## config.mk

```make
export PLATFORM = sky130hd
export DESIGN_NAME = mips_multicycle_control
export DESIGN_NICKNAME = d
export VERILOG_FILES = /design/src/rtl/mips_multicycle_control.sv
export SDC_FILE = /design/constraint.sdc
export NUM_CORES = 1
export LEC_CHECK = 0
export ABC_CLOCK_PERIOD_IN_PS = 4700
export CORE_ASPECT_RATIO = 1.25
export CORE_MARGIN = 2
export CORE_UTILIZATION = 53
export CTS_BUF_LIST = sky130_fd_sc_hd__clkbuf_4
export DETAILED_ROUTE_END_ITERATION = 10
export PLACE_DENSITY = 0.87
export SLEW_MARGIN = 20
export SYNTH_ARGS = -nofsm -noshare
export SYNTH_HDL_FRONTEND = slang
export SYNTH_SLANG_ARGS = --single-unit
```

## constraint.sdc

```tcl
create_clock -name clk -period 4.7 [get_ports clk]
set_clock_uncertainty 0.1 [all_clocks]
set_input_delay 0.94 -clock clk [delete_from_list [all_inputs] [get_ports clk]]
set_output_delay 0.94 -clock clk [all_outputs]
set_load 0.02 [all_outputs]
```

## src/rtl/mips_multicycle_control.sv

```systemverilog
// mips_multicycle_control: multicycle MIPS main control FSM; define ADDI_EN to add addi support
module mips_multicycle_control #(
   parameter int COUNT_W = 32
) (
   input  logic               clk,
   input  logic               reset,
   input  logic [5:0]         opcode,
   input  logic               memReady,
   output logic               PCWrite,
   output logic               PCWriteCond,
   output logic               IorD,
   output logic               MemRead,
   output logic               MemWrite,
   output logic               IRWrite,
   output logic               MemtoReg,
   output logic               RegDst,
   output logic               RegWrite,
   output logic               ALUSrcA,
   output logic [1:0]         ALUSrcB,
   output logic [1:0]         ALUOp,
   output logic [1:0]         PCSource,
   output logic               illegalOp,
   output logic [3:0]         state,
   output logic [COUNT_W-1:0] instrCount
);
   localparam logic [3:0] FETCH     = 4'd0;
   localparam logic [3:0] DECODE    = 4'd1;
   localparam logic [3:0] MEM_ADDR  = 4'd2;
   localparam logic [3:0] MEM_READ  = 4'd3;
   localparam logic [3:0] MEM_WB    = 4'd4;
   localparam logic [3:0] MEM_WRITE = 4'd5;
   localparam logic [3:0] EXECUTE   = 4'd6;
   localparam logic [3:0] ALU_WB    = 4'd7;
   localparam logic [3:0] BRANCH    = 4'd8;
   localparam logic [3:0] JUMP      = 4'd9;
   localparam logic [5:0] OP_R      = 6'b000000;
   localparam logic [5:0] OP_J      = 6'b000010;
   localparam logic [5:0] OP_BEQ    = 6'b000100;
   localparam logic [5:0] OP_LW     = 6'b100011;
   localparam logic [5:0] OP_SW     = 6'b101011;
`ifdef ADDI_EN
   localparam logic [3:0] ADDI_EXEC = 4'd10;
   localparam logic [3:0] ADDI_WB   = 4'd11;
   localparam logic [5:0] OP_ADDI   = 6'b001000;
`endif

   logic [3:0] nextState;
   logic [5:0] opLatched;
   logic       retire;
   logic       illegalNext;

   // state register; reset overrides every transition including memory waits
   always_ff @(posedge clk) begin
      if (reset) state <= FETCH;
      else state <= nextState;
   end

   // opcode latch, retired-instruction counter and one-cycle illegal-opcode flag
   always_ff @(posedge clk) begin
      if (reset) begin
         opLatched  <= 6'b0;
         instrCount <= '0;
         illegalOp  <= 1'b0;
      end else begin
         illegalOp <= illegalNext;
         if (state == DECODE) opLatched <= opcode;
         if (retire) instrCount <= instrCount + COUNT_W'(1);
      end
   end

   // next-state decode; retire marks edges that complete an instruction
   always_comb begin
      nextState   = FETCH;
      retire      = 1'b0;
      illegalNext = 1'b0;
      case (state)
         FETCH:     nextState = memReady ? DECODE : FETCH;
         DECODE:
            case (opcode)
               OP_LW, OP_SW: nextState = MEM_ADDR;
               OP_R:         nextState = EXECUTE;
               OP_BEQ:       nextState = BRANCH;
               OP_J:         nextState = JUMP;
`ifdef ADDI_EN
               OP_ADDI:      nextState = ADDI_EXEC;
`endif
               default:      illegalNext = 1'b1;
            endcase
         MEM_ADDR:  nextState = (opLatched == OP_LW) ? MEM_READ : MEM_WRITE;
         MEM_READ:  nextState = memReady ? MEM_WB : MEM_READ;
         MEM_WB:    retire = 1'b1;
         MEM_WRITE: begin
            nextState = memReady ? FETCH : MEM_WRITE;
            retire    = memReady;
         end
         EXECUTE:   nextState = ALU_WB;
         ALU_WB:    retire = 1'b1;
         BRANCH:    retire = 1'b1;
         JUMP:      retire = 1'b1;
`ifdef ADDI_EN
         ADDI_EXEC: nextState = ADDI_WB;
         ADDI_WB:   retire = 1'b1;
`endif
         default:   nextState = FETCH;
      endcase
   end

   // Moore outputs; FETCH handshake gated by memReady; write/request strobes squashed in reset
   always_comb begin
      {PCWrite, PCWriteCond, IorD, MemRead, MemWrite, IRWrite, MemtoReg, RegDst, RegWrite, ALUSrcA} = 10'b0;
      ALUSrcB  = 2'b00;
      ALUOp    = 2'b00;
      PCSource = 2'b00;
      case (state)
         FETCH: begin
            MemRead = 1'b1;
            ALUSrcB = 2'b01;
            IRWrite = memReady;
            PCWrite = memReady;
         end
         DECODE:    ALUSrcB = 2'b11;
         MEM_ADDR: begin
            ALUSrcA = 1'b1;
            ALUSrcB = 2'b10;
         end
         MEM_READ: begin
            MemRead = 1'b1;
            IorD    = 1'b1;
         end
         MEM_WB: begin
            RegWrite = 1'b1;
            MemtoReg = 1'b1;
         end
         MEM_WRITE: begin
            MemWrite = 1'b1;
            IorD     = 1'b1;
         end
         EXECUTE: begin
            ALUSrcA = 1'b1;
            ALUOp   = 2'b10;
         end
         ALU_WB: begin
            RegWrite = 1'b1;
            RegDst   = 1'b1;
         end
         BRANCH: begin
            ALUSrcA     = 1'b1;
            ALUOp       = 2'b01;
            PCWriteCond = 1'b1;
            PCSource    = 2'b01;
         end
         JUMP: begin
            PCWrite  = 1'b1;
            PCSource = 2'b10;
         end
`ifdef ADDI_EN
         ADDI_EXEC: begin
            ALUSrcA = 1'b1;
            ALUSrcB = 2'b10;
         end
         ADDI_WB:   RegWrite = 1'b1;
`endif
         default: ;
      endcase
      if (reset) begin
         PCWrite     = 1'b0;
         PCWriteCond = 1'b0;
         MemRead     = 1'b0;
         MemWrite    = 1'b0;
         IRWrite     = 1'b0;
         RegWrite    = 1'b0;
      end
   end
endmodule

```

After elaboration in Yosys (flattened, before gate mapping)

Cells that the tools add are included.

Add/sub/neg operators: 1
Multiplexer cells: 27
Reductions and logical operators: 10
Bitwise operators: 1
Equal/unequal tests: 14

Operator list:

| cell                  | number |
|---|---|
| $add 32x1->32 const B | 1 |
| $pmux 4 s6            | 1 |
| $eq 6x6->1 const B    | 3 |
| $mux 1                | 17 |
| $eq 4x3->1 const B    | 4 |
| $pmux 4 s4            | 1 |
| $reduce_or 2->1       | 5 |
| $mux 3                | 3 |
| $eq 4x2->1 const B    | 2 |
| $eq 4x4->1 const B    | 2 |
| $pmux 2 s2            | 2 |
| $eq 6x2->1 const B    | 1 |
| $eq 6x3->1 const B    | 1 |
| $logic_not 6->1       | 1 |
| $pmux 2 s3            | 1 |
| $reduce_or 5->1       | 1 |
| $eq 4x1->1 const B    | 1 |
| $logic_not 4->1       | 1 |
| $pmux 1 s2            | 2 |
| $reduce_or 4->1       | 1 |
| $reduce_or 3->1       | 1 |
| $not 1->1             | 1 |

Register bits after elaboration: 43
Output and inout bits: 53
Word-level logic and storage cells: 57
Input bits: 9

Longest topological paths before layout

Word-level depth: 4
Depth in mapped cells: 7

Least setup slack after synthesis

OpenSTA, ideal clock, no wires.

Path type: input to output
Start point: input reset
End point: output PCWrite
Slack: 1.764 ns
Cell stages on the path: 4
Arrival time: 1.896 ns
Cells stage by stage: clkbuf_1 nor3_1 and3_1 or2_2

Longest elaborated chain between the ends: 1

RTL lines:

| what            | line | text |
|---|---|---|
| start, declared | 6    | `input logic reset,` |
| $mux 1          | 165  | `if (reset) begin` |
| end, declared   | 9    | `output logic PCWrite,` |

Every way passes these cells.

Worst setup path in the final report

Same ends and word-level chain as after synthesis.

==> impl_metrics.py <==
metrics = {
    "sta": {
        "finalHoldViolCount": 0,
        "maxSlewHeadroom_pct": 37.76,
        "fin_crit_ps": 3603,
        "finalSetupViolCount": 0,
        "rsz0062_at_grt": "no",
        "fmax_mhz": 277.6,
        "worst_pin_slew_ps": 927.4,
        "finalCritPeriodShare_pct": 76.65,
        "slew_viol_final": 0,
        "fin_tns_setup_ps": 0,
    },
    "clock_network": {
        "clockRootBuffer": "clkbuf_4",
        "postCtsHoldBufs": 0,
        "clk-insertion-delay-late_ps": 370,
        "cts_resized": 0,
        "htree_levels": 2,
        "post-cts-setup-buffers": 0,
        "cts_buffer_depth": 2,
        "clk_pin_slew_ps": 120,
        "cts_tree": "built",
        "cts_buffers": 5,
        "cts_sinks": 43,
    },
    "route": {
        "detail_route.wl_per_cell_um": 13.86,
        "num_vias": 2269,
        "drt-total-wl_um": 5350,
        "remaining_drc_errors": 0,
        "dr.pass1.iters": 5,
        "drtIter0Drc": 191,
        "avgViaCountPerCell": 5.878,
        "drtAntennaViolNets": 0,
    },
    "critical_path": {
        "crit_path_start_kind": "primary input",
        "cp_cell_sequence": "clkdlybuf4s50_1 -> nor3_1 -> and3_1 -> or2_2 -> clkdlybuf4s50_1",
        "cp_data_required_time_ps": 3660,
        "cpMaxStageDelayCell": "clkdlybuf4s50_1",
        "critPathMaxFanout": 3,
        "path_class": "primary input to primary output",
        "endpoint_kind": "primary output",
        "critical-path-max-stage-delay_ps": 540,
        "arrival_ps": 2560,
        "cpMostUsedCell": "clkdlybuf4s50_1",
    },
    "floorplan": {
        "die_area_mm2": 0.004758,
        "start_util_pct": 54.98,
        "core_area_mm2": 0.004066,
        "dieWidth_um": 62.10,
        "row_count": 26,
        "die_h_um": 76.62,
        "ios": 62,
    },
    "final_layout": {
        "fin_cells": 386,
        "postLayoutCellArea_mm2": 0.002938,
        "fin_util_pct": 72.25,
        "syn2layout_area_growth_pct": 31.39,
        "layout-drive-gt1-share_pct": 5.152,
        "diodes": 0,
        "nets": 339,
        "fillers": 347,
    },
    "synthesis": {
        "synth_top_family_by_area": "simple AND/OR/NAND/NOR gates",
        "synth.area.mux_share_pct": 0,
        "synth-compound-area-share_pct": 20.09,
        "synthAdderAreaFrac_pct": 0.5596,
        "ys_warn_count": 0,
        "synth_ff_type": "dfxtp_1",
        "async_flop_share_pct": 0,
        "yosys.area_share.simple_pct": 30.67,
        "synth_area_mm2": 0.002236,
        "yosys.area.top_type": "dfxtp_1",
        "ys_seq_area_share_pct": 38.50,
        "synth_edf_count": 0,
        "synth.distinct_cells": 46,
        "syn_inst": 277,
        "syn_avg_cell_area_um2": 8.072,
        "synth-xor-area-share_pct": 5.484,
        "syn-num-nets": 287,
        "synth_top_area_share_pct": 38.50,
        "synth_area_leaders": "dfxtp_1 (39%), a21oi_1 (6.0%), o31ai_1 (5.0%)",
        "yosys_register_bits": 43,
    },
    "status": {
        "status": "complete, no violations",
    },
    "place": {
        "hpwlAfterDp_um": 3802,
        "placed_cell_area_mm2": 0.002856,
        "buffer_ports.inserted": 61,
        "dp.cells": 378,
        "gp_congestion": 0.8172,
    },
    "min_path": {
        "hp-class": "flip-flop to flip-flop",
    },
    "pwr": {
        "p_leak_uw": 0.0009256,
        "powerDensity_mw_per_mm2": 222.9,
        "vdd_drop_max_v": 0.0001884,
    },
    "global_routing": {
        "grt_use_total_pct": 24.51,
        "grt_pass1_vias": 2021,
        "antenna_found_initial": 0,
        "grt_max_degree": 34,
        "grt_overflow": 0,
        "grt_pass1_wl_um": 9121,
    },
    "job": {
        "cap_violations": 0,
    },
}
[state kept, by name, summed over array words and instances, names as in the netlist]
name,count
instrCount,32
opLatched,6
state,4
illegalOp,1
[metrics by stage]
step | hold slack [ps] | worst slack (ps) | total power (uW)
2_1_floorplan | 331.1 | 1764 | 406.0
3_3_place_gp | 345.7 | 1110 | 425.4
3_5_place_dp | 351.4 | 1100 | 426.1
4_1_cts | 368.5 | 1096 | 660.0
5_1_grt | 390.7 | 1023 | 679.4
6_report | 365.5 | 1097 | 655.0
[cell usage after synthesis (2+ instances only)]
cell type  instances
or3_1              6
or4_1             15
nand2b_1           4
nor4_1             2
nor2_1            24
and4_1             2
nand3_1            8
xnor2_1            2
nand2_1           22
xor2_1            12
nor3b_1            2
o2111ai_1          6
and3_1             6
o211ai_1           3
nor2b_1            2
o21ai_0            7
dfxtp_1           43
nand4_1            5
buf_2              3
clkbuf_1          15
a211oi_1           2
o31ai_1           15
and2_1             4
o22ai_1            2
nor3_1            13
inv_1              6
a21oi_1           27
[worst max-delay path, delay by kind of cell]
kind	cells	cell delay (ps)
buf+inv	2	1060
simple gates	3	560
[report_power, final]
group	internal, uW	switching [uW]	leakage [uW]	total, uW
Clock	112	125	0.0000452	237
Sequential	368	4.18	0.000347	372
Combinational	20.9	25.3	0.000533	46.2
[path summary, 6_finish.rpt]
check,start,slack [ps],end,cells past startpoint
setup / recovery,reset,1100,PCWrite,5
hold / removal,opLatched[2],370,opLatched[2],2
setup reg to reg,state[2],1640,instrCount[30],5
hold reg to reg,opLatched[2],370,opLatched[2],2
[cell type report]
class / count / area [um2] / share of cell area (%)
multi-input combinational: 209 / 1270 / 43.23
sequential: 43 / 860.8 / 29.30
timing repair buffer: 64 / 633.1 / 21.55
tap: 56 / 70.07 / 2.385
clock inverter: 3 / 43.79 / 1.491
clock buffer: 5 / 37.54 / 1.278
inverter: 6 / 22.52 / 0.7666
[logic make-up after synthesis]
group           count (synthesis)
xor+xnor                       14
flops                          43
compound gates                 70
simple gates                  124
buf+inv                        25
fa+ha+maj                       1
[placed cells by master, fill, tap and decap left out, types with 8 or more instances in the layout]
cell             instances
nand3_1                  8
nor3_1                  13
o31ai_1                 15
or4_1                   15
a21oi_1                 27
dfxtp_1                 43
nand2_1                 22
nor2_1                  24
clkdlybuf4s50_1         61
xor2_1                  12
[per-layer routing]
metal,vias to the layer above,GRT usage [%],wire length (um)
met3,10,5.433,234
met2,61,40.31,2793
met1,1062,29.59,2228
met4,0,10.00,94
li1,1136,-,-
met5,-,0,0
No activity file was read; power rests on OpenSTA's default activity.
==> variant 1: new RTL, same settings <==
Add a define of `ADDI_EN`.
--- a/src/rtl/mips_multicycle_control.sv
+++ b/src/rtl/mips_multicycle_control.sv
@@ -1,4 +1,6 @@
 // mips_multicycle_control: multicycle MIPS main control FSM; define ADDI_EN to add addi support
+`define ADDI_EN
+
 module mips_multicycle_control #(
    parameter int COUNT_W = 32
 ) (
Formal check against the unedited RTL: not equivalent (a bounded check fails within 4 cycles, from zero or initial values and one cycle with reset high).
==> variant 1 against the unedited design <==
Die area is 10% higher. Sequential cell count is the same. Combinational power up 14%. Via count rose by 12%. Area after synthesis increased by 11%. Final area grew 5.5%. Global-route usage fell by 0.18 points. Routed wire length increased by 14%. Total power decreased by 8.6%. Worst setup slack worse by 0.032 ns. Register-to-register slack better by 0.34 ns.
==> variant 1: results (changes against the unedited design) <==
Routing
  – Vias: 2533 (+12%)
  – Detailed-route vias per instance: 6.089 (+3.6%)
  – Initial DRT Pass Iterations: 4 (-1)
  – Total wire length: 6082 um (+14%)
  – Initial DRC Count: 180 (-5.8%)

Yosys
  – Adder-Cell Fraction of Synth Area: 0.5051% (-0.055 points)
  – Yosys Warn Count: 0 (unchanged)
  – Most frequently used flop master after synthesis: dfxtp_1
  – Register area share after synthesis: 34.75% (-3.8 points)
  – Synth Area in XOR/XNOR: 1.061% (-4.4 points)
  – Mapped Cells: 313 (+13%)
  – Synth cell count leaders: dfxtp_1, a21oi_1, nand2_1
  – Synthesized Nets: 323 (+13%)
  – Post-synth ARST share: 0% (unchanged)
  – Compound-Gate Fraction of Synth Area: 16.16% (-3.9 points)
  – Synth top area cells: dfxtp_1, or4_1, a21oi_1
  – Mux share of post-synthesis cell area: 4.949% (+4.9 points)
  – Synth unique cells: 42 (-8.7%)
  – Top-area cell type share of the netlist area: 34.75% (-3.8 points)

Clock network
  – PostCTS Resize Cnt: 0 (unchanged)
  – Total CTS buffers: 5 (unchanged)
  – H-tree depth: 2 (unchanged)
  – Root Buffer: clkbuf_4
  – Post-CTS setup buffer count: 0 (unchanged)
  – Clock Latency Late Sink: 0.36 ns
  – Reg clk slew, reported paths: 0.11 ns
  – Clk buf depth: 2 (unchanged)

Placement
  – Buffers on Ports: 61 (unchanged)
  – Post-Place Cells: 410 (+8.5%)
  – Placed inst area: 3054 um2 (+6.9%)
  – Hpwl dp: 4127 um (+8.6%)
  – Final RePlAce weighted congestion: 0.8585 (+5.1%)

Critical path
  – Reg2Reg Depth: 5 (unchanged)
  – CP endpoint: PCWrite
  – Worst r2r src: state[0]
  – FF-to-FF setup slack: 1.98 ns (+0.34 ns)
  – Worst path max stage delay: 0.65 ns (+0.11 ns)
  – Critical Path AT: 2.59 ns (+0.03 ns)
  – CP max FO: 6 (+3)
  – Crit-path slowest cell: clkdlybuf4s50_1
  – R2R Path End: instrCount[27]
  – Setup crit start: memReady

Status
  – Status: completed

Global routing
  – Largest net degree at the start of global routing: 53 (+56%)
  – Tot GR Track Use: 24.33% (-0.18 points)
  – Initial antenna violation count: 0 (unchanged)
  – First-pass GRT wire length: 10250 um (+12%)
  – Vias in the first global route: 2375 (+18%)

Layout
  – Fill cell count: 386 (+11%)
  – ANT cells: 0 (unchanged)
  – Largest registers: instrCount x32, opLatched x6, state x4
  – # nets final: 369 (+8.8%)
  – Layout cells sized above 1: 3.352% (-1.8 points)

Hold path
  – Worst hold path depth: 2 (unchanged)
  – Class of the worst hold path: flop to flop

STA
  – Max-slew headroom: 51.41% (+14 points)

Pwr
  – Max rail drop VDD: 158.0 uV (-16%)
  – LEAKAGE: 1.001 nW (+8.1%)
[variant 1: logic make-up after synthesis]
logic type / after synthesis
AND/OR/NAND/NOR: 164
AO/OA/AOI/OAI: 65
flip-flops: 43
buffers and inverters: 26
multiplexers: 11
XOR/XNOR: 3
adder cells (fa/ha/maj): 1
[variant 1: per-stage QoR]
step	utilization [%]	worst slack [ns]	total power, mW	hold slack [ns]
after floorplan	-	1.744	0.4117	0.3316
after global placement	68.49	1.093	0.4326	0.3425
after detailed placement	68.49	1.070	0.4341	0.3483
after CTS	69.50	1.050	0.6010	0.3656
after global routing	69.50	0.9584	0.6209	0.3900
final	69.50	1.065	0.5984	0.3659
[variant 1: worst max-delay path: cells and delay by family]
family	cells	cell delay (ns)
buffers and inverters	2	1.19
and+or+nand+nor	2	0.40
AOI/OAI and AO/OA	1	0.06
[variant 1: worst min path at each step]
stage                      start      endpoint
floorplan           opLatched[1]  opLatched[1]
global placement    opLatched[1]  opLatched[1]
detailed placement  opLatched[1]  opLatched[1]
CTS                 opLatched[1]  opLatched[1]
global route        opLatched[1]  opLatched[1]
finish              opLatched[0]  opLatched[0]
[variant 1: area by class of cell]
type	instances	area share [%]
timing repair buffer	63	20.02
clock buffer	6	1.453
tap	58	2.342
sequential	43	27.78
multi-input combinational	244	48.16
inverter	2	0.2422
[variant 1: power breakdown]
part	switching (mW)	leakage, nW	internal [mW]
registers	0.00544	0.347	0.368
clock network	0.113	0.0276	0.0591
logic	0.0302	0.626	0.0225
total	0.149	1.00	0.450
[variant 1: metal layers]
metal,vias to the layer above,track usage (%),wire length (um)
met3,7,5.182,353
li1,1273,-,-
met2,72,41.03,2960
met4,0,9.167,79
met1,1181,30.32,2689
met5,-,0,0
==> variant 2: new RTL, same flow settings <==
Made on the original files. Put one more register stage on the output `instrCount`, cleared by the reset. The value now appears one clock later. The other outputs are not delayed to match.
--- a/src/rtl/mips_multicycle_control.sv
+++ b/src/rtl/mips_multicycle_control.sv
@@ -38,6 +38,8 @@
    localparam logic [5:0] OP_BEQ    = 6'b000100;
    localparam logic [5:0] OP_LW     = 6'b100011;
    localparam logic [5:0] OP_SW     = 6'b101011;
+
+   logic [COUNT_W-1:0] instrCount_s0;
 `ifdef ADDI_EN
    localparam logic [3:0] ADDI_EXEC = 4'd10;
    localparam logic [3:0] ADDI_WB   = 4'd11;
@@ -59,12 +61,12 @@
    always_ff @(posedge clk) begin
       if (reset) begin
          opLatched  <= 6'b0;
-         instrCount <= '0;
+         instrCount_s0 <= '0;
          illegalOp  <= 1'b0;
       end else begin
          illegalOp <= illegalNext;
          if (state == DECODE) opLatched <= opcode;
-         if (retire) instrCount <= instrCount + COUNT_W'(1);
+         if (retire) instrCount_s0 <= instrCount_s0 + COUNT_W'(1);
       end
    end
 
@@ -171,5 +173,13 @@
          RegWrite    = 1'b0;
       end
    end
+   always_ff @(posedge clk) begin
+      if (reset) begin
+         instrCount <= '0;
+      end else begin
+         instrCount <= instrCount_s0;
+      end
+   end
+
 endmodule
 
Behaviour: not the same (Yosys sat finds a counterexample within 4 cycles, from zero or initial values and one cycle with reset high).
==> variant 2 against the unedited design <==
Worst setup slack better by 0.062 ns. Final area is 29% higher. Total power is 64% higher. Routed wire length is 15% higher. First-iteration DRC count is 4.2% higher. Sequential cell count is 32 higher. Area after synthesis is 36% higher. Count of clock-buffer cells in the layout is 4 higher. Clock power is 61% higher.
==> variant 2: results (changes against the unedited design) <==
Yosys
  – Synth Area in XOR/XNOR: 3.753% (-1.7 points)
  – Synth cell count leaders: dfxtp_1, nand2_1, nor2_1
  – Synth unique cells: 43 (-6.5%)
  – Adder-Cell Fraction of Synth Area: 0.4124% (-0.15 points)
  – Synthesized Nets: 354 (+23%)
  – Register area share after synthesis: 49.48% (+11 points)
  – Mux share of post-synthesis cell area: 1.443% (+1.4 points)
  – Synth top area cells: dfxtp_1, nor2b_1, a21oi_1

Placement
  – Final RePlAce weighted congestion: 0.8314 (+1.7%)
  – Placed inst area: 3655 um2 (+28%)
  – Hpwl dp: 4303 um (+13%)

Layout
  – Fill cell count: 449 (+29%)
  – # nets final: 408 (+20%)
  – Largest registers: instrCount x32, instrCount_s0 x32, opLatched x6
  – Layout cells sized above 1: 6.700% (+1.5 points)

Global routing
  – Tot GR Track Use: 20.27% (-4.2 points)
  – Vias in the first global route: 2387 (+18%)
  – Largest net degree at the start of global routing: 57 (+68%)
  – First-pass GRT wire length: 10230 um (+12%)

Critical path
  – CP max FO: 17 (+14)
  – Crit-path slowest cell: dfxtp_1
  – FF-to-FF setup slack: 1.56 ns (-0.08 ns)
  – Bufs and invs on worst path: 1 (-1)
  – Worst path max stage delay: 0.69 ns (+0.15 ns)
  – Setup crit start: state[1]
  – CP endpoint: RegWrite
  – Critical Path AT: 2.50 ns (-0.06 ns)
  – R2R Path End: instrCount_s0[17]
  – Startpoint Class: flop

Routing
  – Initial DRT Pass Iterations: 4 (-1)
  – Detailed-route vias per instance: 5.600 (-4.7%)
  – Total wire length: 6149 um (+15%)
  – Initial DRC Count: 199 (+4.2%)

Clock network
  – Clock Latency Late Sink: 0.41 ns (+0.04 ns)
  – Root Buffer: clkbuf_4
  – Total CTS buffers: 9 (+4)

Status
  – Status: completed

STA
  – WHS: 0.3752 ns (+0.009667 ns)
  – Tightest Pin Transition: 1.041 ns (+0.1132 ns)

Pwr
  – Max rail drop VDD: 157.9 uV (-16%)
  – LEAKAGE: 1.303 nW (+41%)

Hold path
  – Hold Path Sink: opLatched[5]
==> variant 2: cell types whose count changed in the layout (fill, tap and decap cells not counted), moves of 4 or more <==
cell / unedited run / this run
dfxtp_1: 43 / 75
nor2b_1: 2 / 27
o31ai_1: 15 / 6
nand2_1: 22 / 30
o21ai_0: 7 / 15
nor2_1: 24 / 30
or3_1: 6 / 12
or4_1: 15 / 9
clkbuf_4: 5 / 9
==> variant 2: power by group <==
| part | internal, mW | switching [mW] |
|---|---|---|
| clock network | 0.160 | 0.220 |
| registers | 0.639 | 0.00405 |
| logic | 0.0205 | 0.0285 |
==> variant 2: final cells by class <==
class	instances	area (um2)	area share, %
sequential	75	1501	39.62
multi-input combinational	243	1430	37.74
timing repair buffer	63	620.6	16.38
tap	64	80.08	2.113
clock buffer	9	67.56	1.783
clock inverter	7	67.56	1.783
inverter	6	22.52	0.5943
==> variant 2: per-layer routing <==
| metal | wire length, um | up-vias | track usage [%] |
|---|---|---|---|
| li1 | - | 1320 | - |
| met2 | 3130 | 67 | 36.62 |
| met5 | 0 | - | 0 |
| met3 | 261 | 14 | 4.670 |
| met1 | 2629 | 1214 | 22.39 |
| met4 | 127 | 0 | 9.777 |
==> variant 2: kinds of logic after synthesis <==
kind of cell             after synthesis
buffers and inverters                 26
multiplexers                           4
AO/OA/AOI/OAI                         63
adder cells (fa/ha/maj)                1
AND/OR/NAND/NOR                      162
flip-flops                            75
XOR/XNOR                              13
==> variant 2: metrics by stage <==
step / power (mW) / utilization [%] / std cells
after global routing: 1.115 / 69.16 / 467
final: 1.073 / 69.16 / 467
after global placement: 0.7049 / 66.69 / 451
after CTS: 1.083 / 69.16 / 467
after floorplan: 0.6857 / - / 344
after detailed placement: 0.7060 / 66.69 / 451
